### config.mk
export PLATFORM = sky130hd
export DESIGN_NAME = ps2_scan_sequencer_flat
export DESIGN_NICKNAME = d
export VERILOG_FILES = /design/src/rtl/ps2_scan_sequencer_if.sv /design/src/rtl/ps2_scan_sequencer.sv /design/src/flat_wrapper.sv
export SDC_FILE = /design/constraint.sdc
export NUM_CORES = 1
export LEC_CHECK = 0
export CORE_MARGIN = 4
export CORE_UTILIZATION = 50
export CTS_CLUSTER_DIAMETER = 150
export DETAILED_ROUTE_END_ITERATION = 6
export GPL_TIMING_DRIVEN = 0
export HOLD_SLACK_MARGIN = 0.1
export PLACE_DENSITY = 0.73
export SETUP_SLACK_MARGIN = 0.2
export SLEW_MARGIN = 40
export SYNTH_ARGS = -nofsm -noshare
export SYNTH_HDL_FRONTEND = slang
export SYNTH_SLANG_ARGS = --single-unit
### constraint.sdc
create_clock -name clk -period 4.3 [get_ports clk]
set_input_delay 0.86 -clock clk [delete_from_list [all_inputs] [get_ports clk]]
set_output_delay 0.86 -clock clk [all_outputs]
set_load 0.01 [all_outputs]
### src/rtl/ps2_scan_sequencer_if.sv
// rtl/ps2_scan_sequencer_if.sv - scan byte input and key event output handshake bundle
interface ps2_scan_sequencer_if;
  logic [7:0] scan_code;
  logic       scan_ready;
  logic       evt_valid;
  logic       evt_ready;
  logic [7:0] evt_code;
  logic       evt_ext;
  logic       evt_break;

  modport slave (
    input  scan_code, scan_ready, evt_ready,
    output evt_valid, evt_code, evt_ext, evt_break
  );

  modport master (
    output scan_code, scan_ready, evt_ready,
    input  evt_valid, evt_code, evt_ext, evt_break
  );
endinterface

### src/rtl/ps2_scan_sequencer.sv
// rtl/ps2_scan_sequencer.sv - PS/2 Set-2 byte sequencer with prefix decode and FWFT event FIFO
module ps2_scan_sequencer #(
  parameter int DEPTH       = 8,
  parameter int TIMEOUT_CYC = 100000
) (
  input  logic                     clk,
  input  logic                     reset_n,
  ps2_scan_sequencer_if.slave      bus,
  output logic [$clog2(DEPTH):0]   fifo_count,
  output logic                     overflow,
  output logic                     frame_err,
  input  logic                     clr_status,
  output logic [2:0]               seq_state
);
  localparam int AW = $clog2(DEPTH);
  localparam int CW = AW + 1;
  localparam int TW = $clog2(TIMEOUT_CYC + 1);
  localparam logic [TW-1:0] TMO_LAST = TW'(TIMEOUT_CYC - 1);

  typedef enum logic [2:0] {
    S_IDLE    = 3'd0,
    S_EXT     = 3'd1,
    S_BRK     = 3'd2,
    S_EXT_BRK = 3'd3,
    S_PAUSE   = 3'd4
  } state_e;

  state_e          state_q, state_d;
  logic [2:0]      pcnt_q, pcnt_d;
  logic [TW-1:0]   tmo_q, tmo_d;
  logic            push;
  logic [9:0]      push_data;
  logic            err_set;

  logic [9:0]      mem_q [DEPTH];
  logic [AW-1:0]   wr_ptr_q, rd_ptr_q;
  logic [CW-1:0]   count_q;
  logic            overflow_q, frame_err_q;
  logic            full, pop, push_ok, ovf_set;

  logic [7:0] b;
  assign b = bus.scan_code;

  always_comb begin
    state_d   = state_q;
    pcnt_d    = pcnt_q;
    push      = 1'b0;
    push_data = 10'd0;
    err_set   = 1'b0;
    if (bus.scan_ready || state_q == S_IDLE) tmo_d = '0;
    else                                     tmo_d = tmo_q + TW'(1);

    if (bus.scan_ready) begin
      if (b == 8'h00 || b == 8'hFF) begin
        err_set = 1'b1;
        state_d = S_IDLE;
      end else begin
        unique case (state_q)
          S_IDLE: begin
            if (b == 8'hE0)      state_d = S_EXT;
            else if (b == 8'hF0) state_d = S_BRK;
            else if (b == 8'hE1) begin
              state_d = S_PAUSE;
              pcnt_d  = 3'd0;
            end else if (!(b == 8'hFA || b == 8'hAA || b == 8'hEE ||
                           b == 8'hFE || b == 8'hFC || b == 8'hFD)) begin
              push      = 1'b1;
              push_data = {b, 1'b0, 1'b0};
            end
          end
          S_EXT: begin
            if (b == 8'hF0) state_d = S_EXT_BRK;
            else if (b == 8'hE0 || b == 8'hE1) begin
              err_set = 1'b1;
              state_d = S_IDLE;
            end else begin
              push      = 1'b1;
              push_data = {b, 1'b1, 1'b0};
              state_d   = S_IDLE;
            end
          end
          S_BRK, S_EXT_BRK: begin
            state_d = S_IDLE;
            if (b == 8'hE0 || b == 8'hE1 || b == 8'hF0) begin
              err_set = 1'b1;
            end else begin
              push      = 1'b1;
              push_data = {b, (state_q == S_EXT_BRK), 1'b1};
            end
          end
          S_PAUSE: begin
            // The pause sequence is E1 plus seven opaque bytes, reported as one extended E1 event.
            if (pcnt_q == 3'd6) begin
              push      = 1'b1;
              push_data = {8'hE1, 1'b1, 1'b0};
              state_d   = S_IDLE;
            end else begin
              pcnt_d = pcnt_q + 3'd1;
            end
          end
          default: state_d = S_IDLE;
        endcase
      end
    end else if (state_q != S_IDLE && tmo_q == TMO_LAST) begin
      err_set = 1'b1;
      state_d = S_IDLE;
    end
  end

  assign full    = (count_q == CW'(DEPTH));
  assign pop     = (count_q != '0) && bus.evt_ready;
  assign push_ok = push && (!full || pop);
  assign ovf_set = push && full && !pop;

  always_ff @(posedge clk) begin
    if (!reset_n) begin
      state_q     <= S_IDLE;
      pcnt_q      <= 3'd0;
      tmo_q       <= '0;
      wr_ptr_q    <= '0;
      rd_ptr_q    <= '0;
      count_q     <= '0;
      overflow_q  <= 1'b0;
      frame_err_q <= 1'b0;
      for (int i = 0; i < DEPTH; i++) mem_q[i] <= '0;
    end else begin
      state_q <= state_d;
      pcnt_q  <= pcnt_d;
      tmo_q   <= tmo_d;
      if (push_ok) begin
        mem_q[wr_ptr_q] <= push_data;
        wr_ptr_q        <= wr_ptr_q + AW'(1);
      end
      if (pop) rd_ptr_q <= rd_ptr_q + AW'(1);
      count_q <= count_q + CW'(push_ok) - CW'(pop);
      if (ovf_set)         overflow_q <= 1'b1;
      else if (clr_status) overflow_q <= 1'b0;
      if (err_set)         frame_err_q <= 1'b1;
      else if (clr_status) frame_err_q <= 1'b0;
    end
  end

  assign bus.evt_valid = (count_q != '0);
  assign bus.evt_code  = mem_q[rd_ptr_q][9:2];
  assign bus.evt_ext   = mem_q[rd_ptr_q][1];
  assign bus.evt_break = mem_q[rd_ptr_q][0];
  assign fifo_count    = count_q;
  assign overflow      = overflow_q;
  assign frame_err     = frame_err_q;
  assign seq_state     = state_q;
endmodule
### src/flat_wrapper.sv
// flat-port wrapper written by rule: the top's interface ports become plain ports
module ps2_scan_sequencer_flat 
#(
  parameter int DEPTH       = 8,
  parameter int TIMEOUT_CYC = 100000
)
  (clk, reset_n, fifo_count, overflow, frame_err, clr_status, seq_state, bus_scan_code, bus_scan_ready, bus_evt_ready, bus_evt_valid, bus_evt_code, bus_evt_ext, bus_evt_break);
  ps2_scan_sequencer_if bus_i ();
  input  logic clk;
  input  logic reset_n;
  output logic [$clog2(DEPTH):0] fifo_count;
  output logic overflow;
  output logic frame_err;
  input  logic clr_status;
  output logic [2:0] seq_state;
  input wire logic [$bits(bus_i.scan_code)-1:0] bus_scan_code;
  input wire logic [$bits(bus_i.scan_ready)-1:0] bus_scan_ready;
  input wire logic [$bits(bus_i.evt_ready)-1:0] bus_evt_ready;
  output wire logic [$bits(bus_i.evt_valid)-1:0] bus_evt_valid;
  output wire logic [$bits(bus_i.evt_code)-1:0] bus_evt_code;
  output wire logic [$bits(bus_i.evt_ext)-1:0] bus_evt_ext;
  output wire logic [$bits(bus_i.evt_break)-1:0] bus_evt_break;
  assign bus_i.scan_code = bus_scan_code;
  assign bus_i.scan_ready = bus_scan_ready;
  assign bus_i.evt_ready = bus_evt_ready;
  assign bus_evt_valid = bus_i.evt_valid;
  assign bus_evt_code = bus_i.evt_code;
  assign bus_evt_ext = bus_i.evt_ext;
  assign bus_evt_break = bus_i.evt_break;
  ps2_scan_sequencer #(.DEPTH(DEPTH), .TIMEOUT_CYC(TIMEOUT_CYC)) u_core (.clk(clk), .reset_n(reset_n), .bus(bus_i), .fifo_count(fifo_count), .overflow(overflow), .frame_err(frame_err), .clr_status(clr_status), .seq_state(seq_state));
endmodule
After elaboration in Yosys (flattened, before gate mapping)

Memory sizes are Yosys's and may differ from the RTL's. A register that Yosys moved wholly into a read port is not among the register bits.
Index checks and enable logic that the tools add are counted.

ROM bits: 0
Register bits after elaboration: 35
Logic and storage cells: 125
Memories: 1
Latch bits: 0
Input bits: 13
RAM bits: 80
Output and inout bits: 20

Memories:

| name         | depth | bits a word | rd ports | clocked after Yosys merged registers in | write ports | RTL line                 | source |
|---|---|---|---|---|---|---|---|
| u_core.mem_q | 8     | 10          | 1        | 1                                       | 8           | ps2_scan_sequencer.sv:35 | `logic [9:0] mem_q [DEPTH];` |

Shift operators: 0
Add/subtract/negate cells: 6
Equality and inequality tests: 23
Multipliers: 0
Multiplexer cells: 55
Order comparisons: 0
Bitwise logic cells: 2
Divide/modulo/power cells: 0
Reduce and logical (&&, ||, !) cells: 30

Operators with widths:

| cell                    | count |
|---|---|
| $mux W10                | 11 |
| $eq A8 B8 Y1 const B    | 10 |
| $mux W3                 | 14 |
| $pmux W10 S4            | 1 |
| $mux W1                 | 24 |
| $add A17 B1 Y17 const B | 1 |
| $eq A17 B17 Y1 const B  | 1 |
| $logic_or A1 B1 Y1      | 10 |
| $reduce_or A10 Y1       | 1 |
| $add A3 B1 Y3 const B   | 3 |
| $pmux W3 S3             | 1 |
| $logic_not A8 Y1        | 1 |
| $ne A2 B2 Y1 const B    | 4 |
| $reduce_bool A2 Y1      | 4 |
| $reduce_and A7 Y1       | 1 |
| $eq A3 B2 Y1 const B    | 2 |
| $eq A3 B3 Y1 const B    | 2 |
| $ne A6 B6 Y1 const B    | 1 |
| $pmux W3 S2             | 1 |
| $logic_and A1 B1 Y1     | 5 |
| $add A4 B1 Y4           | 1 |
| $eq A4 B4 Y1 const B    | 1 |
| $ne A4 B2 Y1 const B    | 1 |
| $pmux W1 S4             | 1 |
| 11 further kinds        | 14 |

Depth between registers and ports, before layout

Depth after elaboration: 19
Gate-level depth with buffers: 13
Gate-level depth less buffers: 12

Worst setup path before layout

Ideal clock, no wire load.

Path type: in2reg
From: in bus_scan_code[4]
To: mem u_core.mem_q[3][0], enable pin
Cell stages on the path: 7
Path buffers: 2
Arrival: 2,926 ps
Path slack: 984 ps
Library setup time: 391 ps
Data required time: 3,909 ps
Cells stage by stage: clkbuf_1 or4_1 nor3_1 nor4b_4 o21ai_1 buf_2 o21ai_0

RTL lines:

| what            | RTL line                 | source |
|---|---|---|
| start, declared | flat_wrapper.sv:16       | `input wire logic [$bits(bus_i.scan_code)-1:0] bus_scan_code;` |
| end, declared   | ps2_scan_sequencer.sv:35 |  |

Final worst setup path

From: in bus_scan_code[1]
To: reg u_core.count_q[3], in the netlist u_core.fifo_count[3]

Longest elaborated chain between the ends: 16
Elaborated cells between the ends (all ways): 32
Those cells by class: 2 x add/sub; 10 x eq/ne; 10 x mux; 10 x reduce/logical

Ends and longest elaborated chain:

| what                            | RTL line                  | source |
|---|---|---|
| $eq A8 B8 Y1                    | ps2_scan_sequencer.sv:65  | `end else if (!(b == 8'hFA \|\| b == 8'hAA \|\| b == 8'hEE \|\|` |
| $logic_or A1 B1 Y1 (3 in a row) | ps2_scan_sequencer.sv:65  |  |
| $logic_or A1 B1 Y1 (2 in a row) | ps2_scan_sequencer.sv:66  | `b == 8'hFE \|\| b == 8'hFC \|\| b == 8'hFD)) begin` |
| $mux W1                         | ps2_scan_sequencer.sv:65  |  |
| $mux W1                         | ps2_scan_sequencer.sv:62  | `else if (b == 8'hE1) begin` |
| $mux W1                         | ps2_scan_sequencer.sv:61  | `else if (b == 8'hF0) state_d = S_BRK;` |
| $mux W1                         | ps2_scan_sequencer.sv:60  | `if (b == 8'hE0) state_d = S_EXT;` |
| $pmux W1 S4                     | ps2_scan_sequencer.sv:58  | `unique case (state_q)` |
| $mux W1 (*)                     | ps2_scan_sequencer.sv:54  | `if (b == 8'h00 \|\| b == 8'hFF) begin` |
| $mux W1 (*)                     | ps2_scan_sequencer.sv:53  | `if (bus.scan_ready) begin` |
| $logic_and A1 B1 Y1 (*)         | ps2_scan_sequencer.sv:112 | `assign push_ok = push && (!full \|\| pop);` |
| $add A4 B1 Y4 (*)               | ps2_scan_sequencer.sv:135 | `count_q <= count_q + CW'(push_ok) - CW'(pop);` |
| $sub A4 B1 Y4 (*)               | ps2_scan_sequencer.sv:135 |  |
| end signal, assigned            | ps2_scan_sequencer.sv:135 |  |
| end, declared                   | ps2_scan_sequencer.sv:37  | `logic [CW-1:0] count_q;` |

Every way passes the cells marked *; elsewhere a longest branch is shown, timed or not.
A chain may end at the register's enable or synchronous reset.

==> implementation parameters <==
Parameter                              Value

Yosys
  Combinational family with the most area after synthesis ... simple AND/OR/NAND/NOR gates
  Fraction of synthesized cell area taken by the top area cell type ... 0.425
  Post-Syn Nets ... 510
  Area fraction in compound gates after synthesis ... 0.0616
  Leading area contributor after synthesis ... sky130_fd_sc_hd__edfxtp_1
  Synth Area in Simple Gates ... 0.183
  Synth warnings ... 0
  Combined area of all synthesized cells ... 5650 µm²
  Fraction of the yosys area taken by sequential cells ... 0.560
  Commonest cells in the synthesized netlist ... sky130_fd_sc_hd__edfxtp_1 (80), sky130_fd_sc_hd__nor2_1 (61), sky130_fd_sc_hd__nor3_1 (48)
  Dominant cell by count in the synthesized netlist ... sky130_fd_sc_hd__edfxtp_1
  Number of enable-type register cells in the synthesized netlist ... 80
  Adder-cell area share of the yosys netlist ... 0.0279
  Fraction of registers with async set or reset after synthesis ... 0
  Per-instance average area after synthesis ... 11.6 µm²
  Top area cells in the synthesized netlist ... sky130_fd_sc_hd__edfxtp_1 (43%), sky130_fd_sc_hd__dfxtp_1 (13%), sky130_fd_sc_hd__mux4_2 (8.0%), sky130_fd_sc_hd__nor3_1 (4.3%), sky130_fd_sc_hd__nor2_1 (4.1%)
  Multiplexer fraction of the synthesized cell area ... 0.109
  XOR/XNOR Fraction of Synth Area ... 0.0248
  Syn Inst Count ... 485
  Number of storage elements in the synthesis netlist ... 118
  Dominant synthesized flop cell ... sky130_fd_sc_hd__edfxtp_1
  Library cells used by synthesis ... 52

STA
  Share of the cycle needed by the critical path after routing ... 0.878
  Max-slew headroom at the worst pin ... 0.481
  Slack of the critical path ... 0.524 ns
  Maximum operating frequency ... 265 MHz
  Slew Viols, Final ... 0
  Final count of hold timing violations ... 0
  Transition at the pin with the smallest max-transition slack ... 0.776 ns
  Unrepaired setup endpoints after global routing ... no
  Setup-failing EPs final ... 0
  Worst clock skew ... 0.0138 ns
  Minimum clock period after layout ... 3.78 ns

Detailed routing
  Detailed-route DRC error count ... 0
  Number of routed nets with antenna violations ... 0
  WL final ... 12.4 mm
  Vias after detailed routing ... 4004
  First-pass iteration count of the detailed router ... 5
  Initial DRC Count ... 267
  Per-cell via count in the routed design ... 5.78
  Post-detailed-route wirelength per cell ... 17.9 µm

Placement
  Final Wtd Congestion ... 0.867
  # port buffers ... 30
  Minimum setup slack after placement ... 0.140 ns
  Placed wire-length estimate after detailed placement ... 8.45 mm

Clock network
  Clock root buffer master ... sky130_fd_sc_hd__clkbuf_16
  Clock insertion delay at the later pin of the skew report ... 0.42 ns
  TritonCTS clock tree ... built
  Hold bufs inserted after CTS ... 0
  Post_cts resized ... 0
  Deepest level of the CTS H-tree ... 4
  Clock-pin transition on the worst setup and hold timing paths ... 0.06 ns
  CTS sink count ... 118
  Max Buffers Root-to-Sink ... 2
  TritonCTS Buffers ... 17
  Post-CTS Setup Repair Bufs ... 0

Die
  Initial cell density of the core ... 0.516
  Die area ... 13100 µm²
  Vert. Die Dim ... 114 µm
  Placement Rows ... 38
  Area of the core ... 10900 µm²
  Io pins ... 33
  Die span in x ... 114 µm

Worst hold path
  Number of stages on the worst hold path ... 1
  Kind of path behind the tightest hold check ... register to register

Finish
  Post-layout nets ... 565
  FILL cells ... 858
  Fraction of final layout cells sized beyond drive strength 1 ... 0.168
  Diodes inserted ... 0
  Layout overhead on the synthesized area ... 20.5%

Critical path
  Reg-to-reg slack, setup ... 1.11 ns
  Max Fanout on Critical Path ... 10
  Category of the most critical setup path ... input pin to register
  Critical Path Start Type ... input pin
  Crit path DAT ... 4.09 ns
  CP endpoint kind ... register
  Worst path required time ... 4.61 ns
  Number of cell instances on the worst register-to-register path ... 12

Power and ir drop
  Final Power ... 3.55 mW
  Total power divided by cell area ... 521 nW/µm²
  P_leak ... 2.32 nW
  Worst voltage drop across the vdd grid ... 0.296 mV

Global routing
  Number of global-route vias before repair ... 4096
  Wire length of the first global-routing pass ... 20.6 mm
  Overall fraction of global-route tracks in use ... 0.207
  Number of antenna violations at the first check in global routing ... 0
  Aggregate global routing overflow ... 0
  Maximum number of pins on one net before global-route repair ... 17

Run status
  Status ... completed

Flow run
  MaxCap Viol Count ... 0
routing by layer:
layer	vias up	GRT usage	share of wire
met5	-	0	0
met4	0	0.0839	0.019
met3	21	0.0476	0.062
met2	167	0.340	0.50
met1	1903	0.265	0.42
li1	1913	-	-
registers in the layout (all words and copies together) (netlist names), named ones only:
signal / flops
u_core.fifo_count: 4
u_core.overflow: 1
u_core.seq_state: 3
u_core.rd_ptr_q: 3
u_core.mem_q: 80
u_core.wr_ptr_q: 3
u_core.pcnt_q: 3
u_core.tmo_q: 17
u_core.frame_err: 1
worst paths after layout:
check,end,startpoint
setup / recovery,u_core.fifo_count[3]$_SDFF_PN0_,bus_scan_code[1]
hold / removal,u_core.tmo_q[0]$_SDFF_PP0_,u_core.tmo_q[0]$_SDFF_PP0_
setup reg to reg,u_core.fifo_count[2]$_SDFF_PN0_,u_core.seq_state[0]$_SDFFE_PN0P_
hold reg to reg,u_core.tmo_q[0]$_SDFF_PP0_,u_core.tmo_q[0]$_SDFF_PP0_
report_power, final:
| group | switching, mW | internal [mW] |
|---|---|---|
| registers | 0.0422 | 1.29 |
| logic | 0.405 | 0.388 |
| clock network | 0.510 | 0.910 |
| total | 0.957 | 2.59 |
cell usage in the layout (no fill, tap or decap), types with 8 or more instances in the layout:
| master | count |
|---|---|
| sky130_fd_sc_hd__mux2_2 | 11 |
| sky130_fd_sc_hd__clkbuf_1 | 23 |
| sky130_fd_sc_hd__o21ai_2 | 8 |
| sky130_fd_sc_hd__nor2_1 | 61 |
| sky130_fd_sc_hd__dfxtp_1 | 38 |
| sky130_fd_sc_hd__and2_1 | 8 |
| sky130_fd_sc_hd__nand3_1 | 16 |
| sky130_fd_sc_hd__nor3_1 | 48 |
| sky130_fd_sc_hd__inv_1 | 16 |
| sky130_fd_sc_hd__clkdlybuf4s50_1 | 30 |
| sky130_fd_sc_hd__nand4_1 | 9 |
| sky130_fd_sc_hd__edfxtp_1 | 80 |
| sky130_fd_sc_hd__ha_1 | 11 |
| sky130_fd_sc_hd__nand2_1 | 26 |
| sky130_fd_sc_hd__clkbuf_16 | 17 |
| sky130_fd_sc_hd__mux4_2 | 20 |
| sky130_fd_sc_hd__xor2_1 | 11 |
through the flow:
step / hold slack (ns) / util / instance area [µm²] / cells / setup TNS (ns)
floorplan: 0.426 / - / 5650 / 485 / 0
global placement: 0.441 / 0.560 / 6120 / 655 / -21.13
detailed placement: 0.470 / 0.567 / 6200 / 661 / 0
CTS: 0.478 / 0.622 / 6800 / 693 / 0
global route: 0.526 / 0.622 / 6800 / 693 / 0
finish: 0.472 / 0.622 / 6800 / 693 / 0
kinds of logic after synthesis:
kind of cell,after synthesis
adders and majority gates,12
xor gates and xnor gates,16
and+or+nand+nor,206
DFF,118
buffers and inverters,49
AOI/OAI and AO/OA,49
muxes,35
layout make-up:
| cell class | count | area (µm²) | area share |
|---|---|---|---|
| buffer | 32 | 130 | 0.0191 |
| clock buffer | 17 | 425 | 0.0625 |
| clock inverter | 15 | 176 | 0.0259 |
| inverter | 17 | 63.8 | 0.00938 |
| multi-input combinational | 318 | 2320 | 0.341 |
| sequential | 118 | 3160 | 0.465 |
| tap | 140 | 175 | 0.0258 |
| timing repair buffer | 36 | 345 | 0.0508 |
critical path: stages:
cell,delay [ns]
sky130_fd_sc_hd__clkdlybuf4s50_1,0.50
sky130_fd_sc_hd__or3_1,0.39
sky130_fd_sc_hd__clkbuf_1,0.16
sky130_fd_sc_hd__nor3_1,0.39
sky130_fd_sc_hd__o32ai_1,0.20
sky130_fd_sc_hd__o21ai_1,0.33
sky130_fd_sc_hd__buf_2,0.34
sky130_fd_sc_hd__inv_2,0.11
sky130_fd_sc_hd__ha_1,0.22
sky130_fd_sc_hd__a21o_1,0.16
sky130_fd_sc_hd__a21oi_1,0.18
sky130_fd_sc_hd__xor2_1,0.08
sky130_fd_sc_hd__and2_1,0.16
Power figures use the tool's default switching activity.
==> variant 1 (same settings) <==
`DEPTH` is set to 8 in 2 places; all go to 16.
--- a/src/rtl/ps2_scan_sequencer.sv
+++ b/src/rtl/ps2_scan_sequencer.sv
@@ -2,3 +2,3 @@
 module ps2_scan_sequencer #(
-  parameter int DEPTH       = 8,
+  parameter int DEPTH       = 16,
   parameter int TIMEOUT_CYC = 100000
--- a/src/flat_wrapper.sv
+++ b/src/flat_wrapper.sv
@@ -3,3 +3,3 @@
 #(
-  parameter int DEPTH       = 8,
+  parameter int DEPTH       = 16,
   parameter int TIMEOUT_CYC = 100000
Interface: changed (resized fifo_count); port bits go from 33 to 34. The function was not compared with the original's and may differ.
==> variant 1 against the unedited design <==
Via count increased by 58%. Power grew 45%. Synthesized area is 65% higher. Setup slack worse by 160 ps. Sequential cell count up 84. Final area is 58% higher. Sequential share of layout area rose by 6.2 points. Register-to-register slack got worse by 150 ps. Routed wire length is 78% higher. Global-route usage up 0.78 points.
==> variant 1: results <==
export IMPL_outcome="completed"
export IMPL_worstRegToRegCells=15
export IMPL_synth_enable_flop_cells=160
export IMPL_cts_buffer_count=21
export IMPL_maximum_number_of_pins_on_one_net_before_global_route_repair=15
export IMPL_design_final_nets=813
export IMPL_worstReg2RegEnd="u_core.fifo_count[4]"
export IMPL_gp_congestion=0.919
export IMPL_irDropWorstVdd_mv=0.338
export IMPL_r2r_start="u_core.seq_state[2]"
export IMPL_grt_first_pass_wirelength_um=34300
export IMPL_ys_seq_area_frac=0.606
export IMPL_cts_resized_gates=2
export IMPL_postSynthNetCount=747
export IMPL_post_drt_wl_per_cell_um=21.5
export IMPL_max_ffs_per_register=160
export IMPL_global_routing_usage_summed_across_all_routing_layers=0.214
export IMPL_buffer_ports_inserted=32
export IMPL_worstMarginPinSlew_ps=811
export IMPL_skew_ps=16.8
export IMPL_ctsHtreeMaxLevel=1
export IMPL_dr_first_iter_drc_count=540
export IMPL_slowest_stage="sky130_fd_sc_hd__mux4_2"
export IMPL_p_leak_nw=3.60
export IMPL_grt_use_met2=0.376
export IMPL_post_place_ws_ps=-136
export IMPL_vias_per_cell=6.14
export IMPL_reg2reg_setup_slack_ps=960
export IMPL_yosys_cell_types_count=53
export IMPL_most_frequent_cells_after_synthesis="sky130_fd_sc_hd__edfxtp_1, sky130_fd_sc_hd__nor2_1, sky130_fd_sc_hd__nor3_1, sky130_fd_sc_hd__mux4_2, sky130_fd_sc_hd__dfxtp_1"
export IMPL_drt_pre_antenna_iters=7
export IMPL_worst_skew_pair_late_latency_ps=510
export IMPL_synth_area_top_cells="sky130_fd_sc_hd__edfxtp_1, sky130_fd_sc_hd__mux4_2, sky130_fd_sc_hd__dfxtp_1"
-- variant 1: changes by cell type in the layout (fill, tap and decap cells not counted), sizes merged, moves of 4 or more --
| cell | unedited run | this run |
|---|---|---|
| o21ai | 17 | 24 |
| buf | 12 | 38 |
| nor2b | 7 | 2 |
| nor3 | 48 | 71 |
| o211ai | 6 | 0 |
| nand2 | 26 | 20 |
| nand3 | 16 | 23 |
| mux2 | 11 | 0 |
| edfxtp | 80 | 160 |
| nand4 | 9 | 21 |
| dfxtp | 38 | 42 |
| mux4 | 20 | 50 |
| clkinv | 5 | 11 |
| nor2 | 61 | 136 |
-- variant 1: logic make-up (layout without fill, tap and decap cells) --
kind of cell,Yosys count,count (layout),share of synthesized area
mux,55,55,0.126
simple gates,305,305,0.155
fa+ha+maj,15,15,0.0210
xor+xnor,21,21,0.0198
flops,202,202,0.606
buf+inv,69,150,0.0335
compound gates,52,52,0.0384
-- variant 1: worst max path at each step --
stage                           startpoint                   end  slack, ps  cells after the start
after detailed placement  bus_scan_code[2]  u_core.fifo_count[4]       -140                     15
after CTS                        flip-flop       bus_evt_code[0]        320                      5
after global placement    bus_scan_code[4]   u_core.mem_q[15][6]       -300                      8
after floorplan           bus_scan_code[2]  u_core.fifo_count[4]        870                     14
final                            flip-flop         bus_evt_break        360                      5
after global routing      bus_scan_code[2]  u_core.fifo_count[4]        160                     15
-- variant 1: per-layer routing --
layer,vias up,wire length [um]
met5,-,0
met4,0,708
met3,54,1550
met2,295,11200
met1,3121,8650
li1,2845,-
-- variant 1: power groups by stage --
stage                     Clock (W)  Sequential (W)  Combinational [W]
after floorplan                   0         0.00230           0.000754
after global placement            0         0.00231            0.00112
after detailed placement          0         0.00231            0.00118
after CTS                   0.00172         0.00227            0.00119
after global routing        0.00180         0.00228            0.00127
final                       0.00170         0.00227            0.00117
-- variant 1: layout make-up --
| cell class | instances | area [sq um] | area share |
|---|---|---|---|
| Clock inverter | 16 | 113 | 0.0105 |
| Multi-Input combinational cell | 448 | 3420 | 0.319 |
| Clock buffer | 22 | 529 | 0.0494 |
| Tap cell | 229 | 287 | 0.0267 |
| Buffer | 50 | 246 | 0.0230 |
| Timing Repair Buffer | 43 | 403 | 0.0376 |
| Inverter | 19 | 71.3 | 0.00666 |
| Sequential cell | 202 | 5650 | 0.527 |
-- variant 1: worst max-delay path: cells and delay by family (launching register included) --
family   cells  cell delay (ps)
buf+inv      3             1160
mux          2             1110
flops        1              300
-- variant 1: through the flow --
stage	hold slack, ps	power (W)	util	instance area [sq um]	instances
global route	516	0.00535	0.590	10700	1029
global placement	446	0.00343	0.547	9920	980
CTS	470	0.00518	0.589	10700	1029
detailed placement	456	0.00350	0.554	10100	991
finish	468	0.00515	0.590	10700	1029
floorplan	430	0.00306	-	9310	719
==> variant 2 (same flow settings) <==
Without the edit above. Make the reset (`reset_n`) asynchronous in one clocked block.
--- a/src/rtl/ps2_scan_sequencer.sv
+++ b/src/rtl/ps2_scan_sequencer.sv
@@ -114,3 +114,3 @@
 
-  always_ff @(posedge clk) begin
+  always_ff @(posedge clk or negedge reset_n) begin
     if (!reset_n) begin
Check against the original RTL: differs if reset_n is asserted again (counterexample within 4 cycles, from zero or initial values and one cycle with reset_n low); with reset_n held inactive, the same outputs for 4 cycles.
==> variant 2 against the unedited design <==
Critical path depth down 1. Routed wire length barely moved. Utilization down 1.1 points. Global-route usage is 0.61 points lower. Setup slack better by 300 ps. Sequential cell count is 3 lower. Final area is 2.6% higher. Synthesized area is 3.4% higher. Non-clock buffer count decreased by 19. Highest routed layer unchanged.
Power is not compared: it rests on default switching activity, and its combinational part moved more than twofold at a synthesized area within 25%.
==> variant 2: results <==
export IMPL_synth_compound_area_share=0.0283
export IMPL_worstRegToRegCells=11
export IMPL_drt_met1_wl_um=5360
export IMPL_ys_seq_area_frac=0.493
export IMPL_synthesis_instances=435
export IMPL_register_area_sq_mm=0.00288
export IMPL_postSynthNetCount=460
export IMPL_synth_adder_area_share=0.0270
export IMPL_maximum_number_of_pins_on_one_net_before_global_route_repair=74
export IMPL_worst_hold_slack_ps=418
export IMPL_area_share_clock_buf_inv=0.0850
export IMPL_nNonClkInverters=19
export IMPL_cts_sink_count=115
export IMPL_grt_first_pass_wirelength_um=20400
export IMPL_cp_startpoint="bus_scan_code[4]"
export IMPL_clockBufferCount=19
export IMPL_outcome="completed"
export IMPL_buffers_excl_clock=49
export IMPL_worstReg2RegEnd="u_core.fifo_count[2]"
export IMPL_critPathCapture="u_core.fifo_count[1]"
export IMPL_max_freq_mhz=288
export IMPL_r2r_start="u_core.seq_state[1]"
export IMPL_synth_xor_xnor_area_share=0.0315
export IMPL_design_final_nets=512
export IMPL_multi_input_area_sq_mm=0.00280
export IMPL_post_place_ws_ps=460
export IMPL_worstMarginPinSlew_ps=844
export IMPL_placed_cells=611
export IMPL_design_area_sq_mm=0.00698
export IMPL_met1_global_route_usage=0.258
export IMPL_layout_nonclk_buf_frac=0.0660
export IMPL_drt_pre_antenna_iters=4
export IMPL_post_drt_wl_per_cell_um=19.3
export IMPL_reg2reg_setup_slack_ps=1480
export IMPL_detailroute_wirelength_met3_um=432
export IMPL_global_routing_usage_summed_across_all_routing_layers=0.200
export IMPL_worst_hold_path_type="in2async"
==> variant 2: changes by cell type after synthesis, sizes merged, moves of 5 or more <==
cell | unedited run | this run
and2 | 8 | 1
xnor2 | 5 | 10
dfxtp | 38 | 0
nor2b | 7 | 1
clkbuf | 26 | 7
mux2 | 11 | 92
edfxtp | 80 | 0
dfrtp | 0 | 115
o21ai | 17 | 4
nor2 | 61 | 30
nor3 | 48 | 7
o211ai | 6 | 1
==> variant 2: worst max-delay path: stages <==
cell and delay, ps:
sky130_fd_sc_hd__clkdlybuf4s50_1 560, sky130_fd_sc_hd__or3_4 440, sky130_fd_sc_hd__a2111oi_4 420, sky130_fd_sc_hd__nor4b_2 100, sky130_fd_sc_hd__o211a_1 270, sky130_fd_sc_hd__buf_6 180, sky130_fd_sc_hd__nand2_1 140, sky130_fd_sc_hd__inv_1 60
sky130_fd_sc_hd__ha_1 220, sky130_fd_sc_hd__inv_1 70, sky130_fd_sc_hd__fa_1 410, sky130_fd_sc_hd__inv_1 70
